### config.mk
export PLATFORM = sky130hd
export DESIGN_NAME = cdb_hub_flat
export DESIGN_NICKNAME = d
export VERILOG_FILES = /design/src/rtl/cdb_hub_if.sv /design/src/rtl/cdb_hub.sv /design/src/flat_wrapper.sv
export SDC_FILE = /design/constraint.sdc
export NUM_CORES = 1
export LEC_CHECK = 0
export BUFFER_PORTS_ARGS = -buffer_cell sky130_fd_sc_hd__buf_2
export CORE_MARGIN = 1.5
export CORE_UTILIZATION = 30
export DETAILED_ROUTE_END_ITERATION = 10
export PLACE_DENSITY = 0.47
export SETUP_SLACK_MARGIN = 0.3
export SYNTH_ARGS = -nofsm -noshare
export SYNTH_HDL_FRONTEND = slang
export SYNTH_SLANG_ARGS = --single-unit
export TNS_END_PERCENT = 50
### constraint.sdc
create_clock -name clk_in -period 3 [get_ports clk_in]
set_input_delay 0.3 -clock clk_in [delete_from_list [all_inputs] [get_ports clk_in]]
set_output_delay 0.3 -clock clk_in [all_outputs]
set_load 0.02 [all_outputs]
### src/rtl/cdb_hub_if.sv
// Producer-side handshake and broadcast-lane bundle of the common data bus hub.
// The slave modport is the hub; the master modport is the producer/consumer side.
interface cdb_hub_if #(
    parameter int N_SRC      = 2,
    parameter int N_LANE     = 1,
    parameter int FIFO_DEPTH = 4,
    parameter int RoB_WIDTH  = 8,
    parameter int ADDR_WIDTH = 32,
    parameter int SRC_W      = $clog2(N_SRC),
    parameter int CNT_W      = $clog2(FIFO_DEPTH + 1)
);
    logic [N_SRC-1:0]             src_valid;
    logic [N_SRC-1:0]             src_ready;
    logic [N_SRC*RoB_WIDTH-1:0]   src_rob_index;
    logic [N_SRC*32-1:0]          src_value;
    logic [N_SRC*ADDR_WIDTH-1:0]  src_next_pc;

    logic [N_LANE-1:0]            cdb_en;
    logic [N_LANE*RoB_WIDTH-1:0]  cdb_rob_index;
    logic [N_LANE*32-1:0]         cdb_value;
    logic [N_LANE*ADDR_WIDTH-1:0] cdb_next_pc;
    logic [N_LANE*SRC_W-1:0]      cdb_src;
    logic [N_SRC*CNT_W-1:0]       fifo_count;

    modport master (
        output src_valid, src_rob_index, src_value, src_next_pc,
        input  src_ready, cdb_en, cdb_rob_index, cdb_value, cdb_next_pc, cdb_src, fifo_count
    );

    modport slave (
        input  src_valid, src_rob_index, src_value, src_next_pc,
        output src_ready, cdb_en, cdb_rob_index, cdb_value, cdb_next_pc, cdb_src, fifo_count
    );
endinterface

### src/rtl/cdb_hub.sv
// Buffered common data bus: one FIFO per producer, round-robin grant of up to
// N_LANE heads per cycle onto registered broadcast lanes, with stall and flush.
module cdb_hub #(
    parameter int N_SRC      = 2,
    parameter int N_LANE     = 1,
    parameter int FIFO_DEPTH = 4,
    parameter int RoB_WIDTH  = 8,
    parameter int ADDR_WIDTH = 32,
    parameter int SRC_W      = $clog2(N_SRC)
) (
    input  logic     clk_in,
    input  logic     rst_in,
    input  logic     rdy_in,
    input  logic     clear_in,
    cdb_hub_if.slave bus
);
    localparam int PTR_W = $clog2(FIFO_DEPTH);
    localparam int CNT_W = $clog2(FIFO_DEPTH + 1);

    typedef struct packed {
        logic [RoB_WIDTH-1:0]  rob_index;
        logic [31:0]           value;
        logic [ADDR_WIDTH-1:0] next_pc;
    } result_t;

    result_t          mem      [N_SRC][FIFO_DEPTH];
    logic [PTR_W-1:0] wr_ptr   [N_SRC];
    logic [PTR_W-1:0] rd_ptr   [N_SRC];
    logic [CNT_W-1:0] count    [N_SRC];
    logic [SRC_W-1:0] rr_ptr;

    result_t          in_res   [N_SRC];
    logic [N_SRC-1:0] ready;
    logic [N_SRC-1:0] push;
    logic [N_SRC-1:0] grant;

    logic [N_LANE-1:0] gnt_vld;
    logic [SRC_W-1:0]  gnt_src [N_LANE];
    logic [SRC_W-1:0]  rr_next;

    logic [N_LANE-1:0] lane_en_q;
    result_t           lane_res   [N_LANE];
    logic [SRC_W-1:0]  lane_src_q [N_LANE];

    for (genvar i = 0; i < N_SRC; i++) begin : g_src
        assign in_res[i] = '{rob_index: bus.src_rob_index[i*RoB_WIDTH +: RoB_WIDTH],
                             value:     bus.src_value[i*32 +: 32],
                             next_pc:   bus.src_next_pc[i*ADDR_WIDTH +: ADDR_WIDTH]};
        // Ready looks only at the registered count: a same-cycle pop never frees the slot.
        assign ready[i] = !rst_in && rdy_in && !clear_in && (count[i] < CNT_W'(FIFO_DEPTH));
        assign push[i]  = bus.src_valid[i] && ready[i];
        assign bus.fifo_count[i*CNT_W +: CNT_W] = count[i];
    end

    assign bus.src_ready = ready;
    assign bus.cdb_en    = lane_en_q;

    for (genvar k = 0; k < N_LANE; k++) begin : g_lane
        assign bus.cdb_rob_index[k*RoB_WIDTH +: RoB_WIDTH]   = lane_res[k].rob_index;
        assign bus.cdb_value[k*32 +: 32]                     = lane_res[k].value;
        assign bus.cdb_next_pc[k*ADDR_WIDTH +: ADDR_WIDTH]   = lane_res[k].next_pc;
        assign bus.cdb_src[k*SRC_W +: SRC_W]                 = lane_src_q[k];
    end

    // Each lane takes the first not-yet-granted non-empty source in scan order from rr_ptr,
    // so lane k always carries the k-th grant and no source is granted twice.
    always_comb begin : p_arb
        logic [N_SRC-1:0] taken;
        logic             found;
        logic [SRC_W-1:0] s;
        // NOTE: every combinational output gets a default first so no path can infer a latch.
        taken   = '0;
        found   = 1'b0;
        s       = '0;
        gnt_vld = '0;
        rr_next = rr_ptr;
        for (int k = 0; k < N_LANE; k++) begin
            found      = 1'b0;
            gnt_src[k] = '0;
            for (int j = 0; j < N_SRC; j++) begin
                s = SRC_W'((int'(rr_ptr) + j) % N_SRC);
                if (!found && count[s] != '0 && !taken[s]) begin
                    found      = 1'b1;
                    taken[s]   = 1'b1;
                    gnt_vld[k] = 1'b1;
                    gnt_src[k] = s;
                    rr_next    = (s == SRC_W'(N_SRC - 1)) ? '0 : s + 1'b1;
                end
            end
        end
        grant = taken;
    end

    // NOTE: entry storage has no reset; only pointers and counts define which entries are live.
    always_ff @(posedge clk_in) begin
        for (int i = 0; i < N_SRC; i++) begin
            if (push[i]) mem[i][wr_ptr[i]] <= in_res[i];
        end
    end

    // NOTE: all sequential state uses non-blocking assignments so every register samples pre-edge values.
    always_ff @(posedge clk_in or posedge rst_in) begin
        if (rst_in) begin
            for (int i = 0; i < N_SRC; i++) begin
                wr_ptr[i] <= '0;
                rd_ptr[i] <= '0;
                count[i]  <= '0;
            end
            for (int k = 0; k < N_LANE; k++) begin
                lane_res[k]   <= '0;
                lane_src_q[k] <= '0;
            end
            lane_en_q <= '0;
            rr_ptr    <= '0;
        end else if (clear_in) begin
            // Flush drops every buffered entry but keeps the fairness position and lane data.
            for (int i = 0; i < N_SRC; i++) begin
                wr_ptr[i] <= '0;
                rd_ptr[i] <= '0;
                count[i]  <= '0;
            end
            lane_en_q <= '0;
        end else if (rdy_in) begin
            for (int i = 0; i < N_SRC; i++) begin
                if (push[i])  wr_ptr[i] <= wr_ptr[i] + 1'b1;
                if (grant[i]) rd_ptr[i] <= rd_ptr[i] + 1'b1;
                count[i] <= count[i] + CNT_W'(push[i]) - CNT_W'(grant[i]);
            end
            for (int k = 0; k < N_LANE; k++) begin
                if (gnt_vld[k]) begin
                    lane_res[k]   <= mem[gnt_src[k]][rd_ptr[gnt_src[k]]];
                    lane_src_q[k] <= gnt_src[k];
                end
            end
            lane_en_q <= gnt_vld;
            rr_ptr    <= rr_next;
        end
    end
endmodule

### src/flat_wrapper.sv
// flat-port wrapper written by rule: the top's interface ports become plain ports
module cdb_hub_flat 
#(
    parameter int N_SRC      = 2,
    parameter int N_LANE     = 1,
    parameter int FIFO_DEPTH = 4,
    parameter int RoB_WIDTH  = 8,
    parameter int ADDR_WIDTH = 32,
    parameter int SRC_W      = $clog2(N_SRC)
)
  (clk_in, rst_in, rdy_in, clear_in, bus_src_valid, bus_src_rob_index, bus_src_value, bus_src_next_pc, bus_src_ready, bus_cdb_en, bus_cdb_rob_index, bus_cdb_value, bus_cdb_next_pc, bus_cdb_src, bus_fifo_count);
  cdb_hub_if #(.N_SRC(N_SRC), .N_LANE(N_LANE), .FIFO_DEPTH(FIFO_DEPTH), .RoB_WIDTH(RoB_WIDTH), .ADDR_WIDTH(ADDR_WIDTH), .SRC_W(SRC_W)) bus_i ();
  input  logic clk_in;
  input  logic rst_in;
  input  logic rdy_in;
  input  logic clear_in;
  input wire logic [$bits(bus_i.src_valid)-1:0] bus_src_valid;
  input wire logic [$bits(bus_i.src_rob_index)-1:0] bus_src_rob_index;
  input wire logic [$bits(bus_i.src_value)-1:0] bus_src_value;
  input wire logic [$bits(bus_i.src_next_pc)-1:0] bus_src_next_pc;
  output wire logic [$bits(bus_i.src_ready)-1:0] bus_src_ready;
  output wire logic [$bits(bus_i.cdb_en)-1:0] bus_cdb_en;
  output wire logic [$bits(bus_i.cdb_rob_index)-1:0] bus_cdb_rob_index;
  output wire logic [$bits(bus_i.cdb_value)-1:0] bus_cdb_value;
  output wire logic [$bits(bus_i.cdb_next_pc)-1:0] bus_cdb_next_pc;
  output wire logic [$bits(bus_i.cdb_src)-1:0] bus_cdb_src;
  output wire logic [$bits(bus_i.fifo_count)-1:0] bus_fifo_count;
  assign bus_i.src_valid = bus_src_valid;
  assign bus_i.src_rob_index = bus_src_rob_index;
  assign bus_i.src_value = bus_src_value;
  assign bus_i.src_next_pc = bus_src_next_pc;
  assign bus_src_ready = bus_i.src_ready;
  assign bus_cdb_en = bus_i.cdb_en;
  assign bus_cdb_rob_index = bus_i.cdb_rob_index;
  assign bus_cdb_value = bus_i.cdb_value;
  assign bus_cdb_next_pc = bus_i.cdb_next_pc;
  assign bus_cdb_src = bus_i.cdb_src;
  assign bus_fifo_count = bus_i.fifo_count;
  cdb_hub #(.N_SRC(N_SRC), .N_LANE(N_LANE), .FIFO_DEPTH(FIFO_DEPTH), .RoB_WIDTH(RoB_WIDTH), .ADDR_WIDTH(ADDR_WIDTH), .SRC_W(SRC_W)) u_core (.clk_in(clk_in), .rst_in(rst_in), .rdy_in(rdy_in), .clear_in(clear_in), .bus(bus_i));
endmodule
### Word-level counts from Yosys, hierarchy flattened

Memory sizes are Yosys's and may differ from the RTL's.
Index checks and enable logic that the tools add are counted.

* add/sub/neg operators: 11
* multiply operators: 0
* div/mod/pow operators: 0
* order comparisons: 14
* equal/unequal tests: 0
* shifts and indexed selects: 0
* multiplexer cells: 49
* bitwise gates (word level): 8
* reductions and logical operators: 32

Operators by type and width (number)
* 288-bit 2-to-1 mux: 2
* 72-bit demux with 2-bit select: 2
* 72-bit 2-to-1 mux: 4
* 72-bit binary-select mux with 2-bit select: 1
* 2-bit 2-to-1 mux: 9
* 3-bit 2-to-1 mux: 6
* 1-bit 2-to-1 mux: 17
* 4-bit 2-to-1 mux: 4
* 1-bit logical AND: 13
* 6-bit 2-to-1 mux: 2
* 2-bit nonzero test: 6
* 3-bit greater-or-equal comparator (second input constant): 3
* 2-bit inverter with 3-bit output: 3
* 2-bit by 1-bit adder with 2-bit output (second input constant): 4
* 2-bit AND reduction: 4
* 3-bit by 1-bit adder with 3-bit output: 2
* 2-bit greater-or-equal comparator (second input constant): 3
* 3-bit by 1-bit < comparator with 1-bit output (second input constant): 2
* 3-bit < comparator (second input constant): 2
* 1-bit inverter with 2-bit output: 3
* 3-bit AND reduction: 2
* 3-bit nonzero test: 2
* 3-bit by 1-bit subtractor with 3-bit output: 2
* 1-bit zero test: 5
* 6 further kinds: 11

* register bits after elaboration: 89
* bits in latches: 0
* bits in writable memories: 576
* ROM bits: 0
* bits of input ports: 150
* output and inout port bits: 82
* word-level logic and storage cells: 127
* memories kept: 1

Memories
* u_core.mem: depth 2, bits a word 288, rd ports 1, clocked after memory_dff 0, wr ports 2, line cdb_hub.sv:26 `result_t mem [N_SRC][FIFO_DEPTH];`

### Logic depth before layout (Yosys ltp)

Gate-level depths: netlist of the first run.

* depth in word-level cells: 20
* gate-level depth with buffers: 13
* mapped depth without buffers: 11

### Worst setup path after synthesis of the first run

OpenSTA, ideal clock, no wires.

* path kind: input to register
* start point: input port clear_in
* end point: memory u_core.mem[0][0] in the netlist's numbering, enable pin
* library setup time: 439 ps
* arrival: 3227 ps
* data required time: 2561 ps
* setup slack: -665 ps
* stages: 4
* path buffers: 1
* cells stage by stage: clkbuf_1 -> nand2b_1 -> nor3_1 -> and3_1

RTL lines
* start, declared: line flat_wrapper.sv:16 `input logic clear_in;`
* end, declared: line cdb_hub.sv:26

### Worst setup path in the final report of the first run

* start point: register u_core.count, in the netlist u_core.bus.fifo_count[2]
* end point: register u_core.lane_res, in the netlist u_core.bus.cdb_value[20]

* word-level cells in the longest chain between the ends: 19
* elaborated cells on any way between the ends: 30
* classes of those cells: 19 x mux; 2 x bitwise; 8 x reduce/logical; 1 x memory

Ends and longest elaborated chain
* start, declared: line cdb_hub.sv:29 `logic [CNT_W-1:0] count [N_SRC];`
* start signal, assigned by index: line cdb_hub.sv:127 `count[i] <= count[i] + CNT_W'(push[i]) - CNT_W'(grant[i]);`
* 3-bit 2-to-1 mux (not written as such) (3 in series): line cdb_hub.sv:82 `if (!found && count[s] != '0 && !taken[s]) begin`
* 3-bit nonzero test: line cdb_hub.sv:82
* 1-bit logical AND: line cdb_hub.sv:82
* 2-bit 2-to-1 mux: line cdb_hub.sv:82
* 1-bit 2-to-1 mux (not written as such) (2 in series): line cdb_hub.sv:82
* 1-bit zero test: line cdb_hub.sv:82
* 1-bit logical AND: line cdb_hub.sv:82
* 1-bit 2-to-1 mux: line cdb_hub.sv:82
* 1-bit inverter with 2-bit output (not written as such): line cdb_hub.sv:131 `lane_res[k] <= mem[gnt_src[k]][rd_ptr[gnt_src[k]]];`
* 2-bit 2-to-1 mux (not written as such) (3 in series): line cdb_hub.sv:131
* 2-bit inverter with 3-bit output (not written as such): line cdb_hub.sv:131
* 72-bit binary-select mux with 2-bit select: line cdb_hub.sv:131
* 72-bit 2-to-1 mux (not written as such) (2 in series): line cdb_hub.sv:131
* end signal, assigned by index: line cdb_hub.sv:131
* end, declared: line cdb_hub.sv:42 `result_t lane_res [N_LANE];`

Several ways; a longest one is shown, not always the timed one. The select of a mux whose other input is x is not followed.
A chain may end at the register's enable or synchronous reset.

==> results of run 1 <==
routing by layer:
| metal | vias up | global-route usage, % | wire [um] |
|---|---|---|---|
| met5 | - | 0 | 74 |
| li1 | 6476 | - | - |
| met2 | 288 | 26.0 | 34500 |
| met1 | 7185 | 19.9 | 30400 |
| met4 | 12 | 4.69 | 1400 |
| met3 | 94 | 3.09 | 3090 |
sequential cells by signal, summed over array words and instances, names as in the netlist:
register                  cells
u_core.bus.cdb_en             1
u_core.bus.cdb_next_pc       32
u_core.bus.cdb_rob_index      8
u_core.bus.cdb_src            1
u_core.bus.cdb_value         32
u_core.bus.fifo_count         6
u_core.mem                  576
u_core.rd_ptr                 4
u_core.rr_ptr                 1
u_core.wr_ptr                 4
power groups by stage:
stage | logic (mW) | registers, mW | clock network [mW]
after floorplan | 4.72 | 11.7 | 0
after global placement | 6.85 | 11.6 | 0
after detailed placement | 6.94 | 11.6 | 0
after CTS | 7.14 | 11.4 | 8.79
after global routing | 7.54 | 11.5 | 9.14
final | 7.02 | 11.4 | 8.53
critical path: cells and delay by family (launching register included):
family                 cells  cell delay, ns
buffers and inverters      3            1.06
AND/OR/NAND/NOR            1            0.22
AO/OA/AOI/OAI              2            0.32
flip-flops                 1            0.44
multiplexers               1            0.38
layout make-up:
cell class | instances | area (um2)
antenna | 4 | 10.0
clock buffer | 99 | 2030
clock inverter | 34 | 243
fill | 8080 | 53800
inverter | 12 | 47.5
multi-input combinational | 666 | 6600
sequential | 665 | 19500
tap | 1155 | 1450
timing repair buffer | 443 | 3420
cells by family (layout without fill, tap and decap cells):
| kind of cell | count (synthesis) | after routing | synth area share, % |
|---|---|---|---|
| xor+xnor | 8 | 8 | 0.264 |
| flops | 665 | 665 | 73.5 |
| compound gates | 86 | 86 | 3.92 |
| fa+ha+maj | 14 | 14 | 0.716 |
| buf+inv | 89 | 588 | 1.89 |
| mux | 438 | 438 | 17.8 |
| other cells | 0 | 4 | 0 |
| simple gates | 120 | 120 | 1.91 |
per-stage QoR:
stage / hold WS [ns] / util (%)
final: 0.135 / 38.2
after global routing: 0.138 / 38.2
after CTS: 0.111 / 38.2
after detailed placement: 0.454 / 33.9
after global placement: 0.458 / 33.9
after floorplan: 0.399 / -
timing repair:
action,in CTS,in global routing
endpoints found under the hold margin,604,0
hold buffers,147,0
endpoints found under the setup margin,0,5
gates resized for setup,0,2
placed cells by master, fill, tap and decap left out, drive strengths merged, types with 2 or more instances in the layout:
master,Yosys,final
dlygate4sd3,0,147
o21ai,3,3
fa,2,2
dfrtp,89,89
bufinv,0,3
ha,12,12
buf,45,296
diode,0,4
xor2,7,7
nor2,17,17
a32oi,2,2
mux2i,291,291
o221ai,72,72
nor3,4,4
clkinv,0,28
nand3,3,3
mux2,147,147
a22oi,2,2
and2,4,4
nand2,77,77
inv,12,15
clkbuf,32,99
edfxtp,576,576
and3,8,8
or3,2,2
nand2b,3,3
how the worst min path moves through the flow:
stage                  startpoint                          to  slack, ns  cells past startpoint
3_5_place_dp               rst_in  u_core.bus.cdb_next_pc[28]       0.45                      2
2_1_floorplan  bus_src_next_pc[0]            u_core.mem[0][0]       0.40                      0
4_1_cts                  clear_in    u_core.bus.fifo_count[1]       0.11                      3
5_1_grt                  clear_in            u_core.rd_ptr[2]       0.14                      3
6_report                 clear_in    u_core.bus.fifo_count[1]       0.13                      3
3_3_place_gp               rst_in           u_core.bus.cdb_en       0.46                      2
==> metrics.txt, run 1 <==
initial core utilization a little under a third; DR iter-0 viols around 730; cell total after placement around 2800; Yosys top cell area share approximately two thirds; slowest stage cell, crit path buf_4; postcts setup bufs 0; sequential area share after synthesis between 70% and 80%; post-synthesis register bit count 665; Slew HR ~52%; Mapped Cells roughly 1400; # setup viols final 0; Psw approximately 8.0 mW; core area 87200 um2; R2R Setup Slk about 0.44 ns; Congestion Overflow GR 0; Reg clk slew, reported paths about 0.060 ns; Total Die Area 90300 um2; num rows roughly 110; outcome finished, final reports clean; post-DR wirelength/cell 22.6 um; maxcap violations 0; ANT nets after route 0; Inserted Clock Buffers 72; Crit path largest cell delay between 0.4 and 0.5 ns; pre-CTS setup slack approximately 0.40 ns; Hold Path Class in2reg; Layout area overhead 25.6%; final setup TNS 0 ns; Post-Route WL 69500 um; GPL Wtd Cong approximately 0.7; die width around 300 um; pwr dens a little over 800 nW/um2; Critical R2R Capture u_core.bus.cdb_value[20]; Mapped Area between 20000 and 30000 um2; final net count approximately 2000; min Tclk post-route between 2 and 3 ns; Max VDD drop about 0.41 mV; RSZ-0062 raised after global routing true; Setup crit start u_core.bus.fifo_count[2]; ys flop type edfxtp_1; Global Route Usage Sum between 10% and 20%; Comb pwr share a little over a quarter; CTS tree yes; fmax around 400 MHz; crit path DAT between 3 and 4 ns; Startpoint Class register; Area contributors post-synth edfxtp_1 (65%), mux2i_1 (11%), dfrtp_1 (8.4%); Leak about 11 nW; largest net degree at the start of global routing 75; DR DRC count 0; clock buffer depth 3; Final Cell Area around 33000 um2; Yosys warnings 0; Detailed Routing Iterations Pass 1 5; Die H ~300 um; Sw Share between 20 and 30%; crit-path max FO 74; Worst Path Required around 3.5 ns; via count 14100; CTS Sinks approximately 670; most used cell, CP buf_4; Vias/cell 4.57; crit share post-route roughly 85%; worst r2r src u_core.bus.fifo_count[2]; Worst-Margin Slew 0.726 ns; wire length of the first global-routing pass between 100000 and 150000 um; largest area contributor in the netlist edfxtp_1; crit path kind reg2reg; max-slew violations 0; hpwl dp 43600 um; Power Internal between 15 and 20 mW; IO Port Bufs ~230; final hold vios 0; top-count cell post-synth edfxtp_1; number of synthesized flops with an enable pin approximately 580; placed inst area slightly below 30000 um2; total I/O pin count between 200 and 250; Worst Reg-to-Reg Cells 7; H-Tree Depth 3; setup ws final about 0.44 ns; crit end category register; Cell variety after synth 40; Non-Filler Instances slightly above 3000; CP cell instances nor3_1 -> buf_4 -> o21a_4 -> buf_12 -> buf_4 -> mux2_2 -> o221ai_1; Tot Pwr 26.9 mW; asr flop ratio synth 13.4%; layout cells sized above 1 between 30% and 40%; initial antenna violation count 7; synth cell count leaders edfxtp_1 (576), mux2i_1 (291), mux2_2 (105), dfrtp_1 (89), nand2_1 (77); clock tree root driver cell clkbuf_16; Worst setup endpoint u_core.bus.cdb_value[20]; syn nets between 1500 and 2000; vias in the first global route between 10000 and 15000; Clock Latency Late Sink 0.60 ns; Avg Inst Size Synth 18.7 um2; Flop pwr share between 40% and 50%; Clock Skew about 0.012 ns; clock group share of total power 31.7%
Note: power is estimated with default switching activity, not from simulation.
==> inputs of run 2 (changes only) <==
==> constraint.sdc (replaced) <==
create_clock -name clk_in -period 3 [get_ports clk_in]
set_input_delay 0.15 -clock clk_in [delete_from_list [all_inputs] [get_ports clk_in]]
set_output_delay 0.15 -clock clk_in [all_outputs]
set_load 0.02 [all_outputs]
==> run 2 against run 1 <==
Net effect:
- maximum frequency rose by 3.0%
- sequential power barely moved
- non-clock buffer count fell by 13
- clock-buffer cell count rose by 8
- worst hold slack improved by 0.10 ns
- via count fell by 0.23%
- routed wire length rose by 2.2%
- worst setup slack improved by 0.074 ns
- flip-flop and latch count did not move
==> metrics.txt, run 2 (synthesis gave the netlist of run 1 again) <==
vias in the first global route 15200 (was 14900); Post-Route WL 71000 um (was 69500 um); Die H 300 um (unchanged); clock buffer depth 3 (unchanged); final hold vios 0 (unchanged); ANT nets after route 0 (unchanged); crit path kind reg2reg (unchanged); wire length of the first global-routing pass 103000 um (was 101000 um); num rows 108 (unchanged); die width 300 um (unchanged); commonest non-fill, non-tap cell in the layout edfxtp_1 (unchanged); # setup viols final 0 (unchanged); Worst-Margin Slew 0.772 ns (was 0.726 ns); Layout area overhead 26.6% (was 25.6%); maxcap violations 0 (unchanged); hpwl dp 43500 um (was 43600 um); final setup TNS 0 ns (unchanged); Worst Path Required 3.48 ns (was 3.52 ns); pwr dens 823 nW/um2 (was 807 nW/um2); initial antenna violation count 5 (was 7); Max VDD drop 0.441 mV (was 0.410 mV); CTS tree yes (unchanged); IO Port Bufs 231 (unchanged); initial core utilization 30.5% (unchanged); Final Cell Area 33600 um2 (was 33300 um2); total I/O pin count 232 (unchanged); DR DRC count 0 (unchanged); postcts setup bufs 0 (unchanged); min Tclk post-route 2.49 ns (was 2.56 ns); DR iter-0 viols 817 (was 731); fmax 402 MHz (was 390 MHz); via count 14000 (was 14100); Inserted Clock Buffers 76 (was 72); Startpoint Class register (unchanged); crit end category register (unchanged); placed inst area 29600 um2 (about the same); CTS Sinks 665 (unchanged); Congestion Overflow GR 0 (unchanged); largest net degree at the start of global routing 59 (was 75); GPL Wtd Cong 0.698 (was 0.714); Clock Latency Late Sink 0.62 ns (was 0.60 ns); Tot Pwr 27.7 mW (was 26.9 mW); final hold slack 0.239 ns (was 0.135 ns); crit-path max FO 6 (was 74); clock tree root driver cell clkbuf_16 (unchanged); Leak 11.5 nW (was 11.4 nW); Reg clk slew, reported paths 0.06 ns (about the same); R2R Setup Slk 0.51 ns (was 0.44 ns); crit path DAT 2.97 ns (was 3.08 ns); max-slew violations 0 (unchanged); H-Tree Depth 3 (unchanged); final net count 2015 (was 2024); Total Die Area 90300 um2 (unchanged); Clock Skew 0.0250 ns (was 0.0123 ns); max FFs per register 576 (unchanged); post-DR wirelength/cell 23.1 um (was 22.6 um); RSZ-0062 raised after global routing false (was true); core area 87200 um2 (unchanged); cell total after placement 2779 (was 2794); Non-Filler Instances 3071 (was 3078); layout cells sized above 1 31.7% (was 31.6%); Slew HR 48.5% (was 51.6%); outcome finished, final reports clean (unchanged); Vias/cell 4.57 (about the same); crit share post-route 82.9% (was 85.4%); Hold Path Class in2async (was in2reg); Detailed Routing Iterations Pass 1 4 (was 5); Global Route Usage Sum 15.7% (was 15.4%); most frequent cells in the layout edfxtp_1 (576), mux2i_1 (291), buf_2 (231), dlygate4sd3_1 (149), mux2_2 (105) (was edfxtp_1 (576), mux2i_1 (291), buf_2 (231), dlygate4sd3_1 (147), mux2_2 (105))
==> run 2: cell types whose count changed in the layout (fill, tap and decap cells not counted), sizes merged <==
cell	previous run	this run
buf	296	281
clkbuf	99	107
clkinv	28	24
bufinv	3	5
clkinvlp	0	2
diode	4	2
dlygate4sd3	147	149
==> run 2: final timing paths <==
| path | startpoint | to | cells after the start |
|---|---|---|---|
| setup / recovery | u_core.bus.fifo_count[3] | u_core.bus.fifo_count[2] | 11 |
| hold reg to reg | u_core.bus.cdb_value[25] | u_core.bus.cdb_value[25] | 2 |
| min in group clk_in | bus_src_value[28] | u_core.mem[0][132] | 2 |
| max in group asynchronous | rst_in | u_core.bus.cdb_value[27] | 4 |
| setup reg to reg | u_core.bus.fifo_count[3] | u_core.bus.fifo_count[2] | 11 |
| hold / removal | rst_in | u_core.wr_ptr[2] | 3 |
==> run 2: layout make-up <==
cell class / instances / area (um2)
fill: 7996 / 53600
sequential: 665 / 19500
multi-input combinational: 666 / 6610
timing repair buffer: 430 / 3460
clock buffer: 107 / 2170
tap: 1155 / 1450
clock inverter: 34 / 327
inverter: 12 / 50.0
antenna: 2 / 5.00
==> run 2: per-layer routing <==
metal  vias up  GRT usage [%]  routed length, um
li1       6458              -                  -
met1      7190           19.3              30300
met2       268           28.0              36400
met3       103           3.05               2780
met4         4           4.22               1520
met5         -              0                 21
==> run 2: where the power goes <==
| part | switching [mW] | leakage [nW] | internal [mW] |
|---|---|---|---|
| registers | 0.646 | 6.31 | 10.7 |
| clock network | 3.70 | 1.23 | 5.50 |
| logic | 3.83 | 3.97 | 3.31 |
==> run 2: worst max-delay path: stages, from the launching register on <==
cell and delay [ns]:
dfrtp_2 0.43, or3_4 0.46, a21oi_2 0.19, ha_1 0.25, inv_1 0.06, ha_1 0.13
inv_1 0.05, fa_1 0.37, xor2_1 0.15, nand2_1 0.09, xor2_1 0.15, nor2_1 0.05
==> run 2: what timing repair did <==
| item | 4_1_cts | 5_1_grt |
|---|---|---|
| hold endpoints to repair | 640 | 0 |
| endpoints found under the setup margin | 0 | 1 |
| gates resized for setup | 0 | 1 |
| hold buffers | 149 | 0 |
==> run 2: metrics by stage <==
step / util [%] / worst slack (ns)
2_1_floorplan: - / 0.254
3_3_place_gp: 34.0 / 0.432
3_5_place_dp: 34.0 / 0.418
4_1_cts: 38.5 / 0.397
5_1_grt: 38.6 / 0.382
6_report: 38.6 / 0.512
==> inputs of run 3 (changes only) <==
--- a/config.mk
+++ b/config.mk
@@ -9,7 +9,7 @@
 export CORE_MARGIN = 1.5
 export CORE_UTILIZATION = 30
 export DETAILED_ROUTE_END_ITERATION = 10
-export PLACE_DENSITY = 0.47
+export PLACE_DENSITY = 0.46
 export SETUP_SLACK_MARGIN = 0.3
 export SYNTH_ARGS = -nofsm -noshare
 export SYNTH_HDL_FRONTEND = slang
==> constraint.sdc (replaced) <==
create_clock -name clk_in -period 2.4 [get_ports clk_in]
set_input_delay 0.12 -clock clk_in [delete_from_list [all_inputs] [get_ports clk_in]]
set_output_delay 0.12 -clock clk_in [all_outputs]
set_load 0.02 [all_outputs]
==> run 3 against run 2 <==
Net effect:
- final cell count is 2.0% higher
- routed wire length increased by 7.5%
- flip-flop and latch count unchanged
- utilization up 1.7 points
- critical path depth did not move
- clock-buffer cell count decreased by 4
- worst hold slack got worse by 0.071 ns
- non-clock buffer count grew 61
- die area is the same
- critical path type unchanged
- critical endpoint is now u_core.bus.fifo_count[5]
==> metrics.txt, run 3 (synthesis gave the netlist of run 1 again) <==
Total Die Area 90300 um2 (unchanged); DR iter-0 viols 760 (was 817); max-slew violations 0 (unchanged); total I/O pin count 232 (unchanged); Detailed Routing Iterations Pass 1 5 (was 4); crit-path max FO 2 (was 6); layout cells sized above 1 36.0% (was 31.7%); maxcap violations 0 (unchanged); Hold Path Class in2async (unchanged); pre-CTS setup slack -0.0755 ns (was 0.418 ns); slowest stage cell, crit path or3_4 (unchanged); final core occ 40.2% (was 38.6%); commonest non-fill, non-tap cell in the layout edfxtp_1 (unchanged); die width 300 um (unchanged); outcome finished, final reports clean (unchanged); Max VDD drop 0.508 mV (was 0.441 mV); initial antenna violation count 5 (unchanged); IO Port Bufs 231 (unchanged); RSZ-0062 raised after global routing true (was false); CP cell instances or3_4 -> buf_6 -> o21a_4 -> ha_4 -> inv_2 -> ha_4 -> fa_2 -> xnor2_1 -> nand2_1 -> xor2_1 -> nor2_1 (was or3_4 -> a21oi_2 -> ha_1 -> inv_1 -> ha_1 -> inv_1 -> fa_1 -> xor2_1 -> nand2_1 -> xor2_1 -> nor2_1); via count 14500 (was 14000); vias in the first global route 15300 (was 15200); crit path kind reg2reg (unchanged); clock tree root driver cell clkbuf_16 (unchanged); worst r2r src u_core.bus.fifo_count[3] (unchanged); crit share post-route 98.2% (was 82.9%); final hold slack 0.167 ns (was 0.239 ns); fmax 424 MHz (was 402 MHz); number of inserted diodes 0 (was 2); Worst Reg-to-Reg Cells 11 (unchanged); most frequent cells in the layout edfxtp_1 (576), mux2i_1 (291), buf_2 (231), dlygate4sd3_1 (149), mux2_2 (90) (was edfxtp_1 (576), mux2i_1 (291), buf_2 (231), dlygate4sd3_1 (149), mux2_2 (105)); # fillers 7933 (was 7996); crit end category register (unchanged); core area 87200 um2 (unchanged); wire length of the first global-routing pass 106000 um (was 103000 um); Slew HR 63.9% (was 48.5%); Inserted Clock Buffers 77 (was 76); Crit path largest cell delay 0.41 ns (was 0.46 ns); GPL Wtd Cong 0.700 (was 0.698); Clock Latency Late Sink 0.63 ns (was 0.62 ns); area of the multi-input gates 6970 um2 (was 6610 um2); setup ws final 0.0441 ns (was 0.512 ns); Layout area overhead 32.1% (was 26.6%); Global Route Usage Sum 16.4% (was 15.7%); register area 19500 um2 (unchanged); Worst setup endpoint u_core.bus.fifo_count[5] (was u_core.bus.fifo_count[2]); post-DR wirelength/cell 24.4 um (was 23.1 um); final hold vios 0 (unchanged); Leak 12.1 nW (was 11.5 nW); most used cell, CP ha_4; pwr dens 1070 nW/um2 (was 823 nW/um2); max FFs per register 576 (unchanged); DR DRC count 0 (unchanged); R2R Setup Slk 0.04 ns (was 0.51 ns); Post-Route WL 76300 um (was 71000 um); min Tclk post-route 2.36 ns (was 2.49 ns); crit path DAT 2.84 ns (was 2.97 ns); ANT nets after route 0 (unchanged); Reg clk slew, reported paths 0.06 ns (about the same); hpwl dp 43000 um (was 43500 um); CTS Sinks 665 (unchanged); Vias/cell 4.63 (was 4.57); largest net degree at the start of global routing 55 (was 59); Die H 300 um (unchanged); num rows 108 (unchanged); Clock Skew 0.0284 ns (was 0.0250 ns); initial core utilization 30.5% (unchanged); H-Tree Depth 3 (unchanged); CTS tree yes (unchanged); Worst Path Required 2.88 ns (was 3.48 ns); # setup viols final 0 (unchanged); Setup crit start u_core.bus.fifo_count[3] (unchanged); final net count 2077 (was 2015); clock buffer depth 3 (unchanged); Worst-Margin Slew 0.541 ns (was 0.772 ns); Startpoint Class register (unchanged); Congestion Overflow GR 0 (unchanged); Critical R2R Capture u_core.bus.fifo_count[5] (was u_core.bus.fifo_count[2])
[run 3: worst max-delay path: cells and delay by family (launching register included)]
family	cells	cell delay [ns]
fa+ha+maj	3	0.73
simple gates	3	0.55
flops	1	0.40
xor+xnor	2	0.27
buf+inv	2	0.17
compound gates	1	0.12
[run 3: report_power, final]
part,switching (mW),internal [mW]
Combinational,5.95,5.88
Clock,4.74,6.90
Sequential,0.751,13.3
[run 3: final cells by class]
| class | count | area share [%] |
|---|---|---|
| Inverter | 12 | 0.143 |
| Sequential cell | 665 | 55.7 |
| Multi-Input combinational cell | 666 | 19.9 |
| Timing Repair Buffer | 491 | 12.8 |
| Clock buffer | 103 | 6.27 |
| Clock inverter | 39 | 1.05 |
| Tap cell | 1155 | 4.12 |
[run 3: worst min path at each step]
stage               slack (ns)                    endpoint  cells after the start                from
global route              0.19  u_core.bus.cdb_next_pc[18]                      3              rst_in
global placement          0.28    u_core.bus.fifo_count[4]                      2              rst_in
floorplan                 0.22            u_core.mem[0][0]                      0  bus_src_next_pc[0]
CTS                       0.16               u_core.rr_ptr                      3              rst_in
finish                    0.17               u_core.rr_ptr                      3              rst_in
detailed placement        0.28    u_core.bus.fifo_count[4]                      2              rst_in
[run 3: through the flow]
step | std cells | power [mW] | setup TNS [ns] | instance area (um2)
6_report | 3131 | 37.6 | 0 | 35100
5_1_grt | 3131 | 39.2 | -0.0839 | 35100
4_1_cts | 3110 | 37.0 | 0 | 34400
3_5_place_dp | 2798 | 23.6 | -0.0755 | 29800
3_3_place_gp | 2798 | 23.5 | -0.0804 | 29800
2_1_floorplan | 1420 | 20.7 | -3.37 | 26700
[run 3: routing by layer]
| metal | global-route usage, % | routed length [um] | share of wire [%] | vias up |
|---|---|---|---|---|
| li1 | - | - | - | 6589 |
| met1 | 21.4 | 33600 | 44 | 7516 |
| met2 | 28.1 | 38200 | 50 | 289 |
| met3 | 3.17 | 3110 | 4.1 | 99 |
| met4 | 4.03 | 1370 | 1.8 | 6 |
| met5 | 0 | 34 | 0.045 | - |
[run 3: timing repair]
action,in CTS,in global routing
pin swaps,11,66
gates cloned,9,10
buffers inserted,12,11
hold buffers,149,0
resized for setup,26,78
endpoints found under the hold margin,624,0
endpoints found under the setup margin,76,77
